==> config.mk <==
export PLATFORM = sky130hd
export DESIGN_NAME = icache_dm
export DESIGN_NICKNAME = d
export VERILOG_FILES = /design/src/rtl/datapath_pkg.sv /design/src/rtl/icache_pkg.sv /design/src/rtl/icache_dm.sv
export SDC_FILE = /design/constraint.sdc
export NUM_CORES = 1
export LEC_CHECK = 0
export CAP_MARGIN = 10
export CELL_PAD_IN_SITES_DETAIL_PLACEMENT = 0
export CELL_PAD_IN_SITES_GLOBAL_PLACEMENT = 1
export CORE_MARGIN = 4
export CORE_UTILIZATION = 52
export CTS_BUF_LIST = sky130_fd_sc_hd__clkbuf_4
export CTS_CLUSTER_DIAMETER = 80
export CTS_CLUSTER_SIZE = 40
export DETAILED_ROUTE_END_ITERATION = 6
export DONT_BUFFER_PORTS = 1
export PLACE_DENSITY_LB_ADDON = 0.1
export SLEW_MARGIN = 20
export SYNTH_ARGS = -nofsm -noshare
export SYNTH_HDL_FRONTEND = slang
export SYNTH_SLANG_ARGS = --single-unit
==> constraint.sdc <==
create_clock -name CLK -period 6.3 [get_ports CLK]
set_clock_uncertainty 0.05 [all_clocks]
set_input_delay 1.26 -clock CLK [delete_from_list [all_inputs] [get_ports CLK]]
set_output_delay 1.26 -clock CLK [all_outputs]
set_load 0.01 [all_outputs]
==> src/rtl/datapath_pkg.sv <==
// Datapath-wide shared types.
package datapath_pkg;
  typedef logic [31:0] word_t;
endpackage

==> src/rtl/icache_pkg.sv <==
// Types shared by the direct-mapped instruction cache.
package icache_pkg;
  typedef datapath_pkg::word_t word_t;

  localparam int unsigned ICACHE_NSETS = 16;
  localparam int unsigned ICACHE_IDXW  = $clog2(ICACHE_NSETS);
  localparam int unsigned ICACHE_TAGW  = 32 - 3 - ICACHE_IDXW;

  typedef struct packed {
    logic [ICACHE_TAGW-1:0] tag;
    logic [ICACHE_IDXW-1:0] idx;
    logic                   blkoff;
    logic [1:0]             bytoff;
  } icache_addr_t;

  typedef struct packed {
    logic                   valid;
    logic [ICACHE_TAGW-1:0] tag;
    word_t [1:0]            data;
  } icache_frame_t;

  typedef enum logic [1:0] {
    IDLE   = 2'd0,
    FETCH0 = 2'd1,
    FETCH1 = 2'd2
  } icache_state_t;
endpackage

==> src/rtl/icache_dm.sv <==
// Direct-mapped read-only instruction cache with a blocking two-word block fill.
module icache_dm
  import icache_pkg::*;
#(
  parameter int unsigned NSETS  = ICACHE_NSETS,
  parameter int unsigned WORD_W = $bits(word_t)
) (
  input  logic              CLK,
  input  logic              RST,
  input  logic              imemREN,
  input  logic [31:0]       imemaddr,
  output logic              ihit,
  output logic [WORD_W-1:0] imemload,
  output logic              iREN,
  output logic [31:0]       iaddr,
  input  logic              iwait,
  input  logic [WORD_W-1:0] iload,
  output logic [31:0]       hit_count,
  output logic [31:0]       miss_count
);

  icache_state_t state, next_state;
  icache_frame_t frames [NSETS];
  icache_frame_t sel;
  icache_addr_t  req, miss_addr;
  word_t         buf0;
  logic          hit_ev, miss_ev;
  logic          unused_addr_bits;

  assign req = icache_addr_t'(imemaddr);
  assign sel = frames[req.idx];
  assign unused_addr_bits = &{req.bytoff, miss_addr.bytoff, miss_addr.blkoff};

  always_ff @(posedge CLK) begin
    if (RST) state <= IDLE;
    else     state <= next_state;
  end

  always_comb begin
    next_state = state;
    ihit       = 1'b0;
    imemload   = '0;
    iREN       = 1'b0;
    iaddr      = '0;
    hit_ev     = 1'b0;
    miss_ev    = 1'b0;
    case (state)
      IDLE: begin
        if (imemREN) begin
          if (sel.valid && (sel.tag == req.tag)) begin
            ihit     = 1'b1;
            imemload = sel.data[req.blkoff];
            hit_ev   = 1'b1;
          end else begin
            miss_ev    = 1'b1;
            next_state = FETCH0;
          end
        end
      end
      FETCH0: begin
        iREN  = 1'b1;
        iaddr = {miss_addr.tag, miss_addr.idx, 3'b000};
        if (!iwait) next_state = FETCH1;
      end
      FETCH1: begin
        iREN  = 1'b1;
        iaddr = {miss_addr.tag, miss_addr.idx, 3'b100};
        if (!iwait) next_state = IDLE;
      end
      default: next_state = IDLE;
    endcase
  end

  // Tags and data survive reset; only valid bits are cleared.
  always_ff @(posedge CLK) begin
    if (RST) begin
      miss_addr  <= '0;
      buf0       <= '0;
      hit_count  <= '0;
      miss_count <= '0;
      for (int unsigned i = 0; i < NSETS; i++) frames[i].valid <= 1'b0;
    end else begin
      if (hit_ev)  hit_count  <= hit_count + 32'd1;
      if (miss_ev) begin
        miss_count <= miss_count + 32'd1;
        miss_addr  <= req;
      end
      if (state == FETCH0 && !iwait) buf0 <= iload;
      if (state == FETCH1 && !iwait) begin
        frames[miss_addr.idx].valid   <= 1'b1;
        frames[miss_addr.idx].tag     <= miss_addr.tag;
        frames[miss_addr.idx].data[0] <= buf0;
        frames[miss_addr.idx].data[1] <= iload;
      end
    end
  end

endmodule
# Word level (Yosys, flattened, before mapping)
# Memories as Yosys holds them, arrays and structs flattened.
# Cells that the tools add are included.
# totals
ram_bits	1440
word_cells	51
out_inout_bits	130
regBits	127
input_bits	68
memories	1
# op_classes
n_reduce_logical	8
muxes	26
addsub	2
magnitude_cmp	1
n_eq_ne	7
# mem_list
memory	depth	width	read_ports	rd_clocked_by_memory_dff	write_ports	line_no	text
frames	16	90	1	0	16	icache_dm.sv:23	icache_frame_t frames [NSETS];
# ops
cell	count
two-way mux 32 bit	5
two-way mux 90 bit	1
OR reduction 90 bit	1
adder 32 x 1 -> 32 bit (second input constant)	2
one-hot mux 32 bit (2 select lines)	1
== test 25 bit	1
two-way mux 1 bit	12
two-way mux 2 bit	5
inequality test 2 bit (second input constant)	4
one-hot mux 2 bit (3 select lines)	1
two-way mux 4 bit	1
AND reduction 4 bit	1
logical AND 1 bit	3
== test 2 x 1 -> 1 bit (second input constant)	1
== test 2 bit (second input constant)	1
logical NOT 2 bit	1
less-than comparator 1 x 2 -> 1 bit (second input constant)	1
OR reduction 2 bit	1
logical NOT 1 bit	1

# Longest topological paths before layout
# Gate-level depths: netlist of run 1.
# logic_depth
ltp_word	7
depth_mapped	16
ltp_nobuf	9

# Least setup slack after synthesis of run 1
# Ideal clock, no wire load.
# synth_timing
path_kind	input port to flip-flop
start	input RST
end	memory frames[3][0] (netlist bit) (enable)
setup_slack_ns	-0.262
setup_time_ns	0.538
stages	4
n_path_buf	1
arrival_time_ns	5.974
path_cell_list	or3b_2 -> or3_1 -> clkbuf_1 -> nor2_1
# synth_lines
element	line_no	text
from (decl)	icache_dm.sv:9	input logic RST,
to (decl)	icache_dm.sv:23	

# Worst setup path in the final report of run 1
# layout_timing
start	input imemaddr[5]
end	output imemload[25]
# layout_via
elab_chain_len	6
elab_cells_between_ends	8
cone_classes	eq/ne (1); mux (5); reduce/logical (1); memory (1)
# layout_lines
element	line_no	text
from (decl)	icache_dm.sv:11	input logic [31:0] imemaddr,
memory read (16 x 90 bit) *	--	
== test 25 bit / two-way mux 32 bit (equally long branches)	icache_dm.sv:50, icache_dm.sv:52	
logical AND 1 bit / two-way mux 32 bit (equally long branches)	icache_dm.sv:50, icache_dm.sv:52	
two-way mux 32 bit *	icache_dm.sv:50	if (sel.valid && (sel.tag == req.tag)) begin
two-way mux 32 bit *	icache_dm.sv:49	if (imemREN) begin
two-way mux 32 bit *	icache_dm.sv:47	case (state)
to (decl)	icache_dm.sv:13	output logic [WORD_W-1:0] imemload,
# Every way passes the cells marked *; elsewhere a longest branch is shown, timed or not. The select of a mux whose other input is x is not followed.

==> metrics.yaml, run 1 <==
status: "completed"
drt-vias-per-instance: 6.35
ir_drop_mv: 0.191
pre_cts_ws_ns: 0.232
layout_worst_path_cycle_share_pct: 99.2
clkLatencyLatePin_ns: 1.20
seq_power_share_pct: 70.2
syn_inst: 3101
min_period_ns: 6.25
dp_hpwl_mm: 72.4
first_pass_iters: 5
setup_violations: 0
clk_pin_slew_ns: 0.31
grt_util_all_layers_pct: 23.4
hold_viol: 0
crit_path_start: "imemaddr[5]"
wl_met1_mm: 61.3
grt_pass1_vias: 30700
drt_iter0_drc: 3446
r2r_setup_slack_ns: 1.82
p_sw_share_pct: 22.7
synth_area_leaders: "edfxtp_1 (70%), mux4_2 (14%), dfxtp_1 (4.7%)"
antenna_found_initial: 13
wl_met2_mm: 69.8
top_layer_used: "met5"
hp-class: "in -> reg"
rsz0062_at_grt: "false"
postCtsSetupRepairBufs: 0
vias: 29900
worst_slack_ns: 0.0489
r2r_end: "hit_count[19]"
yosys.area.top_type: "edfxtp_1"
synth_ff_type: "edfxtp_1"
worstPathMaxFanout: 181
r2r-start: "frames[12][81]"
grt_max_degree: 338
die_h_um: 351
synthAdderAreaFrac_pct: 0.143
synth_compound_area_share_pct: 2.40
coreArea_um2: 117000
numClockSinks: 1567
cts-buffers-inserted: 61
nets: 3200
power.switching_mw: 3.73
grt.overflow.total: 0
worst_slew_pin_slew_ns: 1.08
synth_cell_types: 74
path_cells: "mux4_2 -> mux4_2 -> xnor2_1 -> nand3_1 -> a2111oi_2 -> and4_2 -> nand4_1 -> buf_12 -> buf_4 -> a21oi_1 -> buf_4"
multi_input_area_um2: 14900
end_kind: "output pin"
reg2reg_depth: 9
h-tree-depth: 2
p_leak_nw: 20.7
routed_wl_mm: 144
cpPeakStageDelay_ns: 0.72
synth_top_family_by_area: "multiplexers"
ys_seq_area_share_pct: 74.4
synth_xor_area_share_pct: 0.571
ys_ff_latch: 1567
seqCellArea_um2: 45600
die_w_um: 351
die_area_um2: 124000
antenna_left: 0
p_per_area_nw_per_um2: 252
max_freq_mhz: 160
async_reset_ff_share_pct: 0
grt_pass1_wl_mm: 210
clock_path_buffers: 3
cts_root_buf: "clkbuf_4"
clkPwrFrac_pct: 25.3
cp-endpoint: "imemload[25]"
crit_type: "in -> out"
cts_tree: "yes"
synth_edf_count: 1424
cp.required_ns: 4.99
ios: 198
drv_cap: 0
avgSynthCellArea_um2: 19.8
finalMaxSlewViolations: 0
synth_simple_gate_area_share_pct: 3.95
relSlewSlack_pct: 27.7
layout-drive-gt1-share_pct: 21.2
ys_top_cells_by_count: "edfxtp_1 (1424), mux4_2 (394), nand2_1 (174)"
muxShareOfSynthArea_pct: 17.0
cp_slowest_cell: "mux4_2"
design_area_um2: 65200
arrival_ns: 4.94
portBuffers: 0
route.detailed.drc: 0
routedWlPerCell_um: 30.5
pwr-share-comb_pct: 4.5
placed_cell_area_um2: 63500
start_util_pct: 52.6
gp_congestion: 0.753
yosys.area.top_type_share_pct: 69.7
startpoint_type: "primary input"
rows: 125
nFillCells: 8749
wl_met3_mm: 9.30
synthMostInstantiatedCell: "edfxtp_1"
synthesis.area_um2: 61300
area_growth_pct: 6.35
yosys_warnings: 0
p_int_mw: 12.7
==> cell usage in the layout, fill, tap and decap left out, drive strengths merged, types with 41 or more instances in the layout <==
cell    count
a21oi     106
nand2     174
mux2i     102
inv        70
clkbuf     65
mux4      397
mux2       41
nor2      103
buf        93
dfxtp     143
edfxtp   1424
==> critical path, delay by kind of cell <==
family / cells / cell delay (ns)
AO/OA/AOI/OAI: 2 / 0.53
XOR/XNOR: 1 / 0.17
buffers and inverters: 3 / 0.64
multiplexers: 2 / 1.21
AND/OR/NAND/NOR: 3 / 0.71
==> power groups by stage <==
| stage | Sequential, mW | Clock (mW) | Combinational, mW |
|---|---|---|---|
| floorplan | 11.7 | 0 | 0.637 |
| global placement | 11.7 | 0 | 0.640 |
| detailed placement | 11.7 | 0 | 0.645 |
| CTS | 11.5 | 4.30 | 0.735 |
| global route | 11.5 | 4.66 | 0.780 |
| finish | 11.5 | 4.16 | 0.732 |
==> flip-flops by register name, indices dropped and copies added (netlist names) <==
name and count:
buf0 32, hit_count 32, frames 1440, state 2, miss_count 32, miss_addr 29
==> metal layers <==
layer	global-route usage, %	vias to the layer above
met1	34.0	16200
met4	4.94	12
met3	3.50	160
li1	-	12600
met5	0	-
met2	38.4	897
==> cell families after synthesis <==
logic type,after synthesis
AO/OA/AOI/OAI,230
AND/OR/NAND/NOR,495
other,1
adder cells (fa/ha/maj),7
buffers and inverters,221
XOR/XNOR,40
multiplexers,540
flip-flops,1567
==> what timing repair did <==
item,4_1_cts,5_1_grt
endpoints found under the setup margin,2,11
gates resized for setup,2,3
hold endpoints to repair,600,0
hold buffers,40,0
==> area by class of cell <==
| type | instances | area share (%) |
|---|---|---|
| antenna | 8 | 0.0307 |
| clock buffer | 65 | 0.748 |
| clock inverter | 48 | 1.19 |
| inverter | 49 | 0.282 |
| multi-input combinational | 1314 | 22.9 |
| sequential | 1567 | 69.9 |
| tap | 1524 | 2.92 |
| timing repair buffer | 132 | 1.99 |
==> worst min path at each step <==
stage,start,to,slack [ns],depth (start not counted)
6_report,imemaddr[11],miss_addr[11],0.13,2
2_1_floorplan,frames[10][89],frames[10][89],0.39,2
3_5_place_dp,frames[2][89],frames[2][89],0.40,2
5_1_grt,imemaddr[8],miss_addr[8],0.03,2
4_1_cts,imemaddr[22],miss_addr[22],0.004,2
3_3_place_gp,frames[13][89],frames[13][89],0.39,2
==> through the flow <==
stage	std cells	hold slack, ns	setup TNS, ns	utilization [%]	power (mW)
final	4707	0.132	0	55.9	16.4
after CTS	4699	0.00432	0	55.9	16.6
after global placement	4545	0.394	0	54.4	12.4
after global routing	4705	0.0270	0	55.9	17.0
after floorplan	3102	0.387	-118.86	-	12.3
after detailed placement	4546	0.403	0	54.4	12.4
(Power assumes the default switching activity.)
==> run 2, diff against run 1 <==
PLACE_DENSITY_LB_ADDON = 0.12   (was 0.1)
==> metrics.yaml, run 2 (synthesis results as in run 1) <==
power.switching_mw: 3.77
startpoint_type: "primary input"
antenna_found_initial: 11
coreArea_um2: 117000
seqCellArea_um2: 45600
seq_power_share_pct: 70.0
hp-start: "imemaddr[17]"
holdPathEnd: "miss_addr[17]"
portBuffers: 0
die_w_um: 351
vias: 29800
drv_cap: 0
clkPwrFrac_pct: 25.5
worst_slack_ns: -0.0820
ios: 198
gp_congestion: 0.783
placed_cell_area_um2: 63600
dp_hpwl_mm: 72.6
hp-class: "in -> reg"
rows: 125
crit_type: "in -> out"
layout_worst_path_cycle_share_pct: 101
drt-vias-per-instance: 6.32
grt_util_all_layers_pct: 23.2
fin_hold_ws_ns: 0.151
cpPeakStageDelay_ns: 0.78
start_util_pct: 52.6
worstHoldPathCells: 2
crit_path_start: "imemaddr[4]"
clkLatencyLatePin_ns: 1.21
first_pass_iters: 5
path_cells: "nor2_1 -> a22oi_1 -> o221ai_1 -> xnor2_1 -> a2111oi_1 -> buf_4 -> and4_1 -> nand4_1 -> buf_12 -> a21oi_1 -> buf_4"
grt_max_degree: 338
p_sw_share_pct: 22.9
r2r-start: "frames[9][81]"
p_leak_nw: 20.7
die_h_um: 351
cp.required_ns: 4.99
ir_drop_mv: 0.148
pwr-share-comb_pct: 4.5
postCtsSetupRepairBufs: 0
area_growth_pct: 6.46
r2r_end: "hit_count[29]"
grt.overflow.total: 0
r2r_setup_slack_ns: 1.79
finalMaxSlewViolations: 108
fin_cells: 4706
mostFrequentLayoutCells: "edfxtp_1 (1424), mux4_2 (394), nand2_1 (174)"
rsz0062_at_grt: "false"
nFillCells: 8716
route.detailed.drc: 0
clk_pin_slew_ns: 0.34
antenna_left: 0
multi_input_area_um2: 14900
cts_tree: "yes"
status: "finished with violations"
cts_root_buf: "clkbuf_4"
grt_pass1_vias: 30500
p_per_area_nw_per_um2: 252
die_area_um2: 124000
clock_path_buffers: 3
routedWlPerCell_um: 30.2
pre_cts_ws_ns: 0.367
place_inst: 4545
path_common_cell: "buf_4"
design_area_um2: 65300
grt_pass1_wl_mm: 209
arrival_ns: 5.07
relSlewSlack_pct: -19.4
cts-buffers-inserted: 60
top_register: "frames"
worstPathMaxFanout: 317
nets: 3192
reg2reg_depth: 9
layout-drive-gt1-share_pct: 21.1
max_freq_mhz: 157
end_kind: "output pin"
largest_reg_flops: 1440
final_common_cell: "edfxtp_1"
h-tree-depth: 2
cp_slowest_cell: "nor2_1"
violations: "slew limit, setup timing"
numClockSinks: 1567
routed_wl_mm: 142
min_period_ns: 6.38
drt_iter0_drc: 2985
hold_viol: 0
setup_violations: 14
p_int_mw: 12.7
worst_slew_pin_slew_ns: 1.79
[run 2: cell count changes in the layout (fill, tap and decap cells not counted), sizes merged]
cell         before  now
clkinvlp          3    2
buf              93   92
clkinv           20   26
dlygate4sd3      39   33
clkbuf           65   66
diode             8   13
inv              70   65
[run 2: area by class of cell]
cell class                 instances  area share [%]
antenna                           13          0.0498
clock inverter                    48            1.26
tap                             1524            2.92
clock buffer                      66           0.759
timing repair buffer             125            1.99
inverter                          49           0.282
sequential                      1567            69.9
multi-input combinational       1314            22.9
[run 2: how the worst max path moves through the flow]
stage	end	slack, ns	depth (start not counted)
2_1_floorplan	frames[3][0]	-0.26	4
3_3_place_gp	imemload[4]	0.39	10
3_5_place_dp	imemload[4]	0.37	10
4_1_cts	imemload[4]	0.02	10
5_1_grt	imemload[4]	0.03	10
6_report	imemload[11]	-0.08	11
[run 2: through the flow]
step / util (%) / setup TNS, ns / power, mW
finish: 56.0 / -0.583 / 16.5
global route: 56.0 / 0 / 17.1
CTS: 55.9 / 0 / 16.6
detailed placement: 54.5 / 0 / 12.4
global placement: 54.5 / 0 / 12.4
floorplan: - / -118.86 / 12.3
[run 2: power groups by stage]
stage,Combinational [mW],Sequential (mW),Clock (mW)
global placement,0.645,11.7,0
global route,0.778,11.6,4.75
finish,0.743,11.5,4.20
CTS,0.732,11.5,4.33
detailed placement,0.649,11.7,0
floorplan,0.637,11.7,0
[run 2: critical path: cells and delay by family]
family	cells	cell delay (ns)
simple gates	3	1.17
compound gates	4	1.08
buf+inv	3	0.66
xor+xnor	1	0.22
[run 2: timing repair]
item	CTS	global route
hold buffers	34	0
resized for setup	0	4
endpoints found under the hold margin	607	0
setup endpoints to repair	0	32
[run 2: metal layers]
metal	GRT usage, %	up-vias	routed length [um]
li1	-	12600	-
met1	33.4	16100	60300
met2	38.8	934	69900
met3	3.62	134	9350
met4	3.68	4	2260
met5	0	-	21
